### config.mk
export PLATFORM = sky130hd
export DESIGN_NAME = if_id_stage
export DESIGN_NICKNAME = d
export VERILOG_FILES = /design/src/rtl/if_id_stage.sv
export SDC_FILE = /design/constraint.sdc
export NUM_CORES = 1
export LEC_CHECK = 0
export CORE_MARGIN = 2
export CORE_UTILIZATION = 35
export CTS_CLUSTER_SIZE = 40
export DETAILED_ROUTE_END_ITERATION = 10
export PLACE_DENSITY_LB_ADDON = 0.25
export SLEW_MARGIN = 20
export SYNTH_ARGS = -nofsm -noshare
export SYNTH_HDL_FRONTEND = slang
export SYNTH_SLANG_ARGS = --single-unit
### constraint.sdc
create_clock -name clk -period 3.5 [get_ports clk]
set_input_delay 0.7 -clock clk [delete_from_list [all_inputs] [get_ports clk]]
set_output_delay 0.7 -clock clk [all_outputs]
set_load 0.01 [all_outputs]
### src/rtl/if_id_stage.sv
// Fetch stage and IF/ID pipeline register for the 5-stage MIPS datapath.
// Owns the PC, detects load-use hazards, applies EX branch redirects and counts stalls.
module if_id_stage (
    input  logic        clk,
    input  logic        rst,
    input  logic [31:0] InstIF,
    input  logic        BranchTakenEX,
    input  logic [31:0] BranchTargetEX,
    input  logic        MemReadEX,
    input  logic [4:0]  RtEX,
    output logic [31:0] PCIF,
    output logic [31:0] InstID,
    output logic [31:0] PCPlus4ID,
    output logic        ValidID,
    output logic        HazardMUX,
    output logic [15:0] StallCount
);

    logic [31:0] pc_q, pc_d;
    logic [31:0] inst_q, inst_d;
    logic [31:0] pcp4_q, pcp4_d;
    logic        valid_q, valid_d;
    logic [15:0] stall_cnt_q, stall_cnt_d;
    logic [31:0] pc_plus4;
    logic        stall;

    assign pc_plus4 = pc_q + 32'd4;

    // rt field is compared for every opcode; false stalls on I-type are tolerated.
    assign stall = MemReadEX & valid_q & (RtEX != 5'd0) &
                   ((RtEX == inst_q[25:21]) | (RtEX == inst_q[20:16]));

    always_comb begin
        pc_d        = pc_plus4;
        inst_d      = InstIF;
        pcp4_d      = pc_plus4;
        valid_d     = 1'b1;
        stall_cnt_d = stall_cnt_q;
        if (BranchTakenEX) begin
            pc_d    = BranchTargetEX;
            inst_d  = '0;
            pcp4_d  = '0;
            valid_d = 1'b0;
        end else if (stall) begin
            pc_d    = pc_q;
            inst_d  = inst_q;
            pcp4_d  = pcp4_q;
            valid_d = valid_q;
            if (stall_cnt_q != '1)
                stall_cnt_d = stall_cnt_q + 16'd1;
        end
    end

    always_ff @(posedge clk or posedge rst) begin
        if (rst) begin
            pc_q        <= '0;
            inst_q      <= '0;
            pcp4_q      <= '0;
            valid_q     <= 1'b0;
            stall_cnt_q <= '0;
        end else begin
            pc_q        <= pc_d;
            inst_q      <= inst_d;
            pcp4_q      <= pcp4_d;
            valid_q     <= valid_d;
            stall_cnt_q <= stall_cnt_d;
        end
    end

    assign PCIF       = pc_q;
    assign InstID     = inst_q;
    assign PCPlus4ID  = pcp4_q;
    assign ValidID    = valid_q;
    assign HazardMUX  = stall | BranchTakenEX;
    assign StallCount = stall_cnt_q;

endmodule

---- Word level (Yosys, flattened, before mapping) ----
Cells that the tools add are included.
operators by class
  equality and inequality tests ........... 4
  reductions and logical operators ........ 2
  $mul .................................... 0
  multiplexer cells ....................... 7
  $lt $le $gt $ge ......................... 0
  div/mod/pow operators ................... 0
  shifts and indexed selects .............. 0
  bitwise operators ....................... 6
  $add $sub $neg .......................... 2
operators by type and width
  cell                                                             count
  32-bit two-way mux                                               5
  32-bit by 3-bit adder with 32-bit output, second input constant  1
  16-bit by 1-bit adder with 16-bit output, second input constant  1
  16-bit inequality test, second input constant                    1
  5-bit equality test                                              2
  5-bit nonzero test                                               1
  1-bit AND                                                        3
  3-bit AND reduction                                              1
  1-bit two-way mux                                                2
  2-bit inequality test, second input constant                     1
  1-bit bitwise OR                                                 2
  1-bit NOT                                                        1
storage, ports and cells
  memory bits (read-only) ................. 0
  bits in registers ....................... 113
  RAM bits ................................ 0
  memories kept ........................... 0
  input port bits ......................... 73
  bits in latches ......................... 0

---- Depth between registers and ports, before layout ----
Gate-level depths: netlist of run 1.
  word-level depth ........................ 5
  gate-level depth with buffers ........... 8
  depth with buffers taken out ............ 7

---- Worst setup path before layout of run 1 ----
Ideal clock, no wire load.
  path type ............................... input port to output port
  start point ............................. input RtEX[0]
  end point ............................... output HazardMUX
  setup slack ............................. 741 ps
  stages on the path ...................... 6
  buffers on the path ..................... 2
  arrival time ............................ 2059 ps
  cell sequence ........................... or3_1 -> o311a_1 -> nand2_1 -> buf_2 -> buf_1 -> nand2_1
between the ends
  longest elaborated chain between the ends .. 4
  elaborated cells between the ends (all ways) .. 7
  those cells by class .................... 2 x eq/ne; 4 x bitwise; 1 x reduce/logical
ends and longest elaborated chain
  what                                                              RTL line  source
  start, declared                                                   10        input logic [4:0] RtEX,
  5-bit equality test / 5-bit nonzero test (equally long branches)  31, 30
  1-bit bitwise OR / 1-bit AND (equally long branches)              31, 30
  1-bit AND *                                                       30        assign stall = MemReadEX & valid_q & (RtEX != 5'd0) &
  1-bit bitwise OR *                                                74        assign HazardMUX = stall | BranchTakenEX;
  end, declared                                                     15        output logic HazardMUX,
Every way passes the cells marked *; elsewhere a longest branch is shown, timed or not.

---- Final worst setup path of run 1 ----
Ends and elaborated chain as after synthesis.

==> metrics.cfg, run 1 <==
[power]
powerDensity_nw_per_um2=459
comb_power_share_pct=16.4
p_clk_share_pct=43.8
power.share.switching_pct=25.0
leakage_nw=3.42
seqPwrFrac_pct=39.8
power_switching_mw=0.952
power.internal_mw=2.86
irDropWorstVdd_mv=0.315
p_total_mw=3.81

[cts]
cts_buffer_depth=2
cts_tree=yes
clockRootBuffer=clkbuf_16
cts.clk_slew.worst_paths_ns=0.05
cts.sinks=113
ctsResizeCount=0
post_cts_buffers=0
hold_buffers=0
htree_levels=4
cts_buffers=17
clk_latency_ns=0.41

[die]
pin_count=187
num_rows=46
dieArea_um2=17200
core-area_um2=15800
fp.dieH_um=131
die_x_um=131
start_util_pct=35.7

[synth]
synth_edf_count=0
synth_fp_nets=673
synth_area_um2=5650
ys_seq_area_share_pct=50.1
synth-seq-cells=113
synth_flop_cell=dfrtp_1
synth_warnings=0
post-synth-top-area-cell=dfrtp_1
synth.distinct_cells=43
postSynthCellCount=598
syn_avg_cell_area_um2=9.44
synth_area_leaders=dfrtp_1 (50%), xnor2_1 (8.5%), nand2_1 (8.2%)
yosysTopAreaCellShare_pct=50.1
ys_async_sr_fraction_pct=100

[finish]
drive_gt1_share_pct=7.26
antenna_cells=0
fill_cells=1463
nets=849
area_growth_pct=47.0

[setup_path]
rr_startpoint=InstID[18]$_DFFE_PP0P_
cp_max_fo=3
cpMostUsedCell=clkdlybuf4s50_1
r2r-end=InstID[4]$_DFFE_PP0P_
worstSetupEndpointType=output pin
worstPathCellList=clkdlybuf4s50_1 -> or3_1 -> o311a_1 -> nand2_4 -> nand2_1 -> clkdlybuf4s50_1
required_ns=2.80
crit_arrival_ns=2.60
worstSetupPathType=in -> out
cp_slowest_stage_delay_ns=0.49
regToRegSetupSlack_ns=1.00
cp_num_buf_inv=2
cpMaxStageDelayCell=clkdlybuf4s50_1
crit_path_start_kind=input pin
crit_path_start=RtEX[0]
path_depth=6
rr_worst_depth=8
critPathCapture=HazardMUX
cpLargestDelayFamily=buffers and inverters

[placed_design]
port_buffers=186
gp_congestion=0.791
dp_hpwl_mm=11.2

[sta]
setup_viol=0
worst_slew_margin_rel_pct=42.7
fmax_ghz=0.303
finalSetupTns_ns=0
rsz0062_at_grt=false
max_slew.worst_pin.slew_ns=0.858
min_period_ns=3.30
finClkSkew_ns=0.00754
hold_violations=0
maxSlewViolCount=0
fin_crit_sh_pct=94.3

[drt]
vias_per_cell=4.97
drt-total-wl_mm=15.9
drc_errors=0
routedWlPerCell_um=15.9
vias=4971
ant_nets=0
drt_iter0_markers=249
drt_first_pass_iters=4

[flow_run]
drv_cap=0

[status]
status=finished clean

[grt]
grt_usage_pct=18.9
antenna_found_initial=0
grt_max_degree=101
grt_remaining_overflow=0
first_global_vias=4880
grt_pass1_wl_mm=25.0

[min_path]
hold_path_class=reg -> reg

per-stage QoR:
stage                     hold WS [ns]  std cells  cell area (um2)  setup slack, ns  util, %
after floorplan                  0.516        598             5650            0.741        -
after global placement           0.495        971             7730            0.243     48.8
after detailed placement         0.509        971             7730            0.200     48.8
after CTS                        0.517       1001             8300            0.199     52.5
after global routing             0.533       1001             8300            0.160     52.5
final                            0.517       1001             8300            0.198     52.5
Yosys cell counts (2+ instances only):
cell / instances
a211oi_1: 32
a211oi_2: 2
a21oi_1: 54
and2_1: 5
and3_1: 5
and4_1: 2
buf_1: 2
buf_2: 12
buf_6: 2
clkbuf_1: 21
dfrtp_1: 113
ha_1: 2
inv_1: 6
mux2_2: 5
nand2_1: 124
nand3_1: 13
nand4_1: 16
nor2_1: 43
nor3_1: 5
nor4_1: 5
nor4_4: 2
o21ai_0: 27
o21ai_1: 2
xnor2_1: 55
xor2_1: 25
registers in the layout (all words and copies together), names as in the netlist:
signal	count
InstID	32
PCIF	32
StallCount	16
ValidID	1
PCPlus4ID	32
final cells by class:
class                           instances  area (um2)  area share, %
Clock inverter                          6        80.1          0.964
Sequential cell                       113        2830           34.1
Multi-Input combinational cell        441        2640           31.8
Timing Repair Buffer                  195        1960           23.7
Clock buffer                           24         492           5.92
Tap cell                              216         270           3.25
Inverter                                6        26.3          0.316
cell usage in the layout, fill, tap and decap left out, drive strengths merged, types with 2 or more instances in the layout:
cell           count
a211oi            34
a21boi             2
a21oi             54
and2               5
and3               5
and4               2
buf               10
bufinv             2
clkbuf            24
clkdlybuf4s50    185
clkinv             4
dfrtp            113
ha                 2
inv                5
mux2               5
nand2            125
nand3             14
nand4             17
nor2              43
nor3               5
nor4               8
nor4b              2
o21ai             29
xnor2             55
xor2              25
worst min-delay path by stage:
stage	end	cells past startpoint	slack, ns	start
final	StallCount[7]$_DFFE_PP0P_	1	0.52	StallCount[7]$_DFFE_PP0P_
after global routing	StallCount[7]$_DFFE_PP0P_	1	0.53	StallCount[7]$_DFFE_PP0P_
after CTS	StallCount[7]$_DFFE_PP0P_	1	0.52	StallCount[7]$_DFFE_PP0P_
after detailed placement	StallCount[7]$_DFFE_PP0P_	1	0.51	StallCount[7]$_DFFE_PP0P_
after global placement	StallCount[7]$_DFFE_PP0P_	1	0.49	StallCount[7]$_DFFE_PP0P_
after floorplan	StallCount[7]$_DFFE_PP0P_	1	0.52	StallCount[7]$_DFFE_PP0P_
cell families (layout without fill, tap and decap cells):
group	Yosys count	in the layout	share of synthesized area (%)
flip-flops	113	113	50.1
multiplexers	5	5	0.997
buffers and inverters	44	231	3.52
AO/OA/AOI/OAI	125	125	13.6
adder cells (fa/ha/maj)	2	2	0.443
XOR/XNOR	80	80	12.4
AND/OR/NAND/NOR	229	229	19.0
per-layer routing:
metal	up-vias	GRT usage [%]	part of all wire, %
li1	2400	-	-
met2	177	30.8	47
met5	-	0	0
met4	0	6.88	1.6
met1	2371	24.6	45
met3	23	4.52	6.4
power by group through the flow:
stage	combinational, mW	clock (mW)	sequential (mW)
6_report	0.625	1.67	1.52
5_1_grt	0.682	1.77	1.53
4_1_cts	0.635	1.71	1.52
3_5_place_dp	0.630	0	1.54
3_3_place_gp	0.625	0	1.54
2_1_floorplan	0.232	0	1.56
Note: power is estimated with default switching activity, not from simulation.
==> run 2, diff against run 1 <==
--- a/config.mk
+++ b/config.mk
@@ -7,7 +7,7 @@
 export LEC_CHECK = 0
 export CORE_MARGIN = 2
 export CORE_UTILIZATION = 35
-export CTS_CLUSTER_SIZE = 40
+export CTS_CLUSTER_SIZE = 24
 export DETAILED_ROUTE_END_ITERATION = 10
 export PLACE_DENSITY_LB_ADDON = 0.25
 export SLEW_MARGIN = 20
==> results of run 2 <==
No change in the layout: final DEF, timing and power equal those of run 1.
==> run 3, diff against run 2 <==
--- a/config.mk
+++ b/config.mk
@@ -7,9 +7,11 @@
 export LEC_CHECK = 0
 export CORE_MARGIN = 2
 export CORE_UTILIZATION = 35
+export CTS_CLUSTER_DIAMETER = 120
 export CTS_CLUSTER_SIZE = 24
 export DETAILED_ROUTE_END_ITERATION = 10
 export PLACE_DENSITY_LB_ADDON = 0.25
+export SETUP_SLACK_MARGIN = 0.5
 export SLEW_MARGIN = 20
 export SYNTH_ARGS = -nofsm -noshare
 export SYNTH_HDL_FRONTEND = slang
==> metrics.cfg, run 3 (synthesized netlist as in run 1, its figures left out) <==
[placed_design]
port_buffers=186
pre_cts_slack_ns=0.200
dp_hpwl_mm=11.2
gp_congestion=0.791
place_area_um2=7730

[sta]
rsz0062_at_grt=false
max_slew.worst_pin.slew_ns=0.855
worst_slew_margin_rel_pct=42.9
setup_ws_ns=0.583
finalSetupTns_ns=0
hold_violations=0
finClkSkew_ns=0.00789
setup_viol=0
maxSlewViolCount=0
min_period_ns=2.92
fmax_ghz=0.343
fin_crit_sh_pct=83.3
holdWs_ns=0.517

[grt]
gr-usage-met1_pct=24.7
grtUsageMet2_pct=30.8
grt_pass1_wl_mm=25.0
grt_util_met3_pct=4.52
first_global_vias=4883
antenna_found_initial=0
grt_remaining_overflow=0
grt_max_degree=101
top_usage_layer=met2
grt_usage_pct=18.9

[finish]
antenna_cells=0
utilization_pct=52.5
finalInstanceArea_um2=8310
area_growth_pct=47.1
drive_gt1_share_pct=7.38
nets=850
layout_commonest_cell=clkdlybuf4s50_1
final_cell_mix=clkdlybuf4s50_1 (181), nand2_1 (123), dfrtp_1 (113), xnor2_1 (55), a21oi_1 (54)

[die]
dieArea_um2=17200
pin_count=187
fp.dieH_um=131
num_rows=46
start_util_pct=35.7
core-area_um2=15800
die_x_um=131

[cts]
clockRootBuffer=clkbuf_16
htree_levels=4
cts.clk_slew.worst_paths_ns=0.05
cts.sinks=113
cts_buffers=17
cts_tree=yes
clk_latency_ns=0.41
hold_buffers=0
cts_buffer_depth=2

[power]
leakage_nw=3.44
irDropWorstVdd_mv=0.314
powerDensity_nw_per_um2=459

[setup_path]
required_ns=2.80
cp_max_fo=3
crit_path_start_kind=input pin
crit_arrival_ns=2.22
worstSetupPathType=in -> out
worstSetupEndpointType=output pin

[drt]
drt-total-wl_mm=15.9
drt_iter0_markers=223
drc_errors=0
vias_per_cell=4.95
ant_nets=0
routedWlPerCell_um=15.9
vias=4961
drt_first_pass_iters=4

[min_path]
hold_path_class=reg -> reg

[status]
status=finished clean

[flow_run]
drv_cap=0

[run 3: cell types whose count changed in the layout (fill, tap and decap cells not counted)]
cell / change
dlygate4sd2_1: +4
buf_6: +1
clkdlybuf4s50_1: -4
[run 3: layout make-up]
| class | count | area [um2] |
|---|---|---|
| Timing Repair Buffer | 196 | 1970 |
| Sequential cell | 113 | 2830 |
| Multi-Input combinational cell | 441 | 2640 |
| Clock inverter | 6 | 80.1 |
| Fill cell | 1466 | 7520 |
| Clock buffer | 24 | 492 |
| Inverter | 6 | 26.3 |
| Tap cell | 216 | 270 |
[run 3: through the flow]
step / std cells / power [mW]
floorplan: 598 / 1.80
global placement: 971 / 2.16
detailed placement: 971 / 2.17
CTS: 1002 / 3.86
global route: 1002 / 3.99
finish: 1002 / 3.81
[run 3: repair_timing]
item	CTS	global route
endpoints found under the setup margin	1	4
buffers inserted	1	0
pin swaps	1	0
cloned	0	0
gates resized for setup	4	1
endpoints found under the hold margin	0	0
[run 3: final timing paths]
check | cells past startpoint | from | slack, ns | endpoint
setup / recovery | 6 | RtEX[0] | 0.58 | HazardMUX
hold / removal | 2 | PCPlus4ID[1]$_DFFE_PP0P_ | 0.52 | PCPlus4ID[1]$_DFFE_PP0P_
setup reg to reg | 8 | InstID[18]$_DFFE_PP0P_ | 1.11 | InstID[1]$_DFFE_PP0P_
hold reg to reg | 2 | PCPlus4ID[1]$_DFFE_PP0P_ | 0.52 | PCPlus4ID[1]$_DFFE_PP0P_
max in group asynchronous | 3 | rst | 1.98 | PCIF[5]$_DFFE_PP0P_
min in group asynchronous | 2 | rst | 0.82 | InstID[0]$_DFFE_PP0P_
[run 3: critical path, cell delays in order]
cell and delay [ns]:
dlygate4sd2_1 0.28, or3_1 0.39, o311a_1 0.39, nand2_4 0.10
nand2_1 0.06, dlygate4sd2_1 0.30
[run 3: routing by layer]
metal,up-vias,share of wire (%)
met1,2360,45
met4,0,1.4
met2,177,47
met3,19,6.5
met5,-,0
li1,2405,-
[run 3: where the power goes]
part | switching (mW) | internal, mW
combinational | 0.278 | 0.347
sequential | 0.111 | 1.41
clock | 0.564 | 1.11
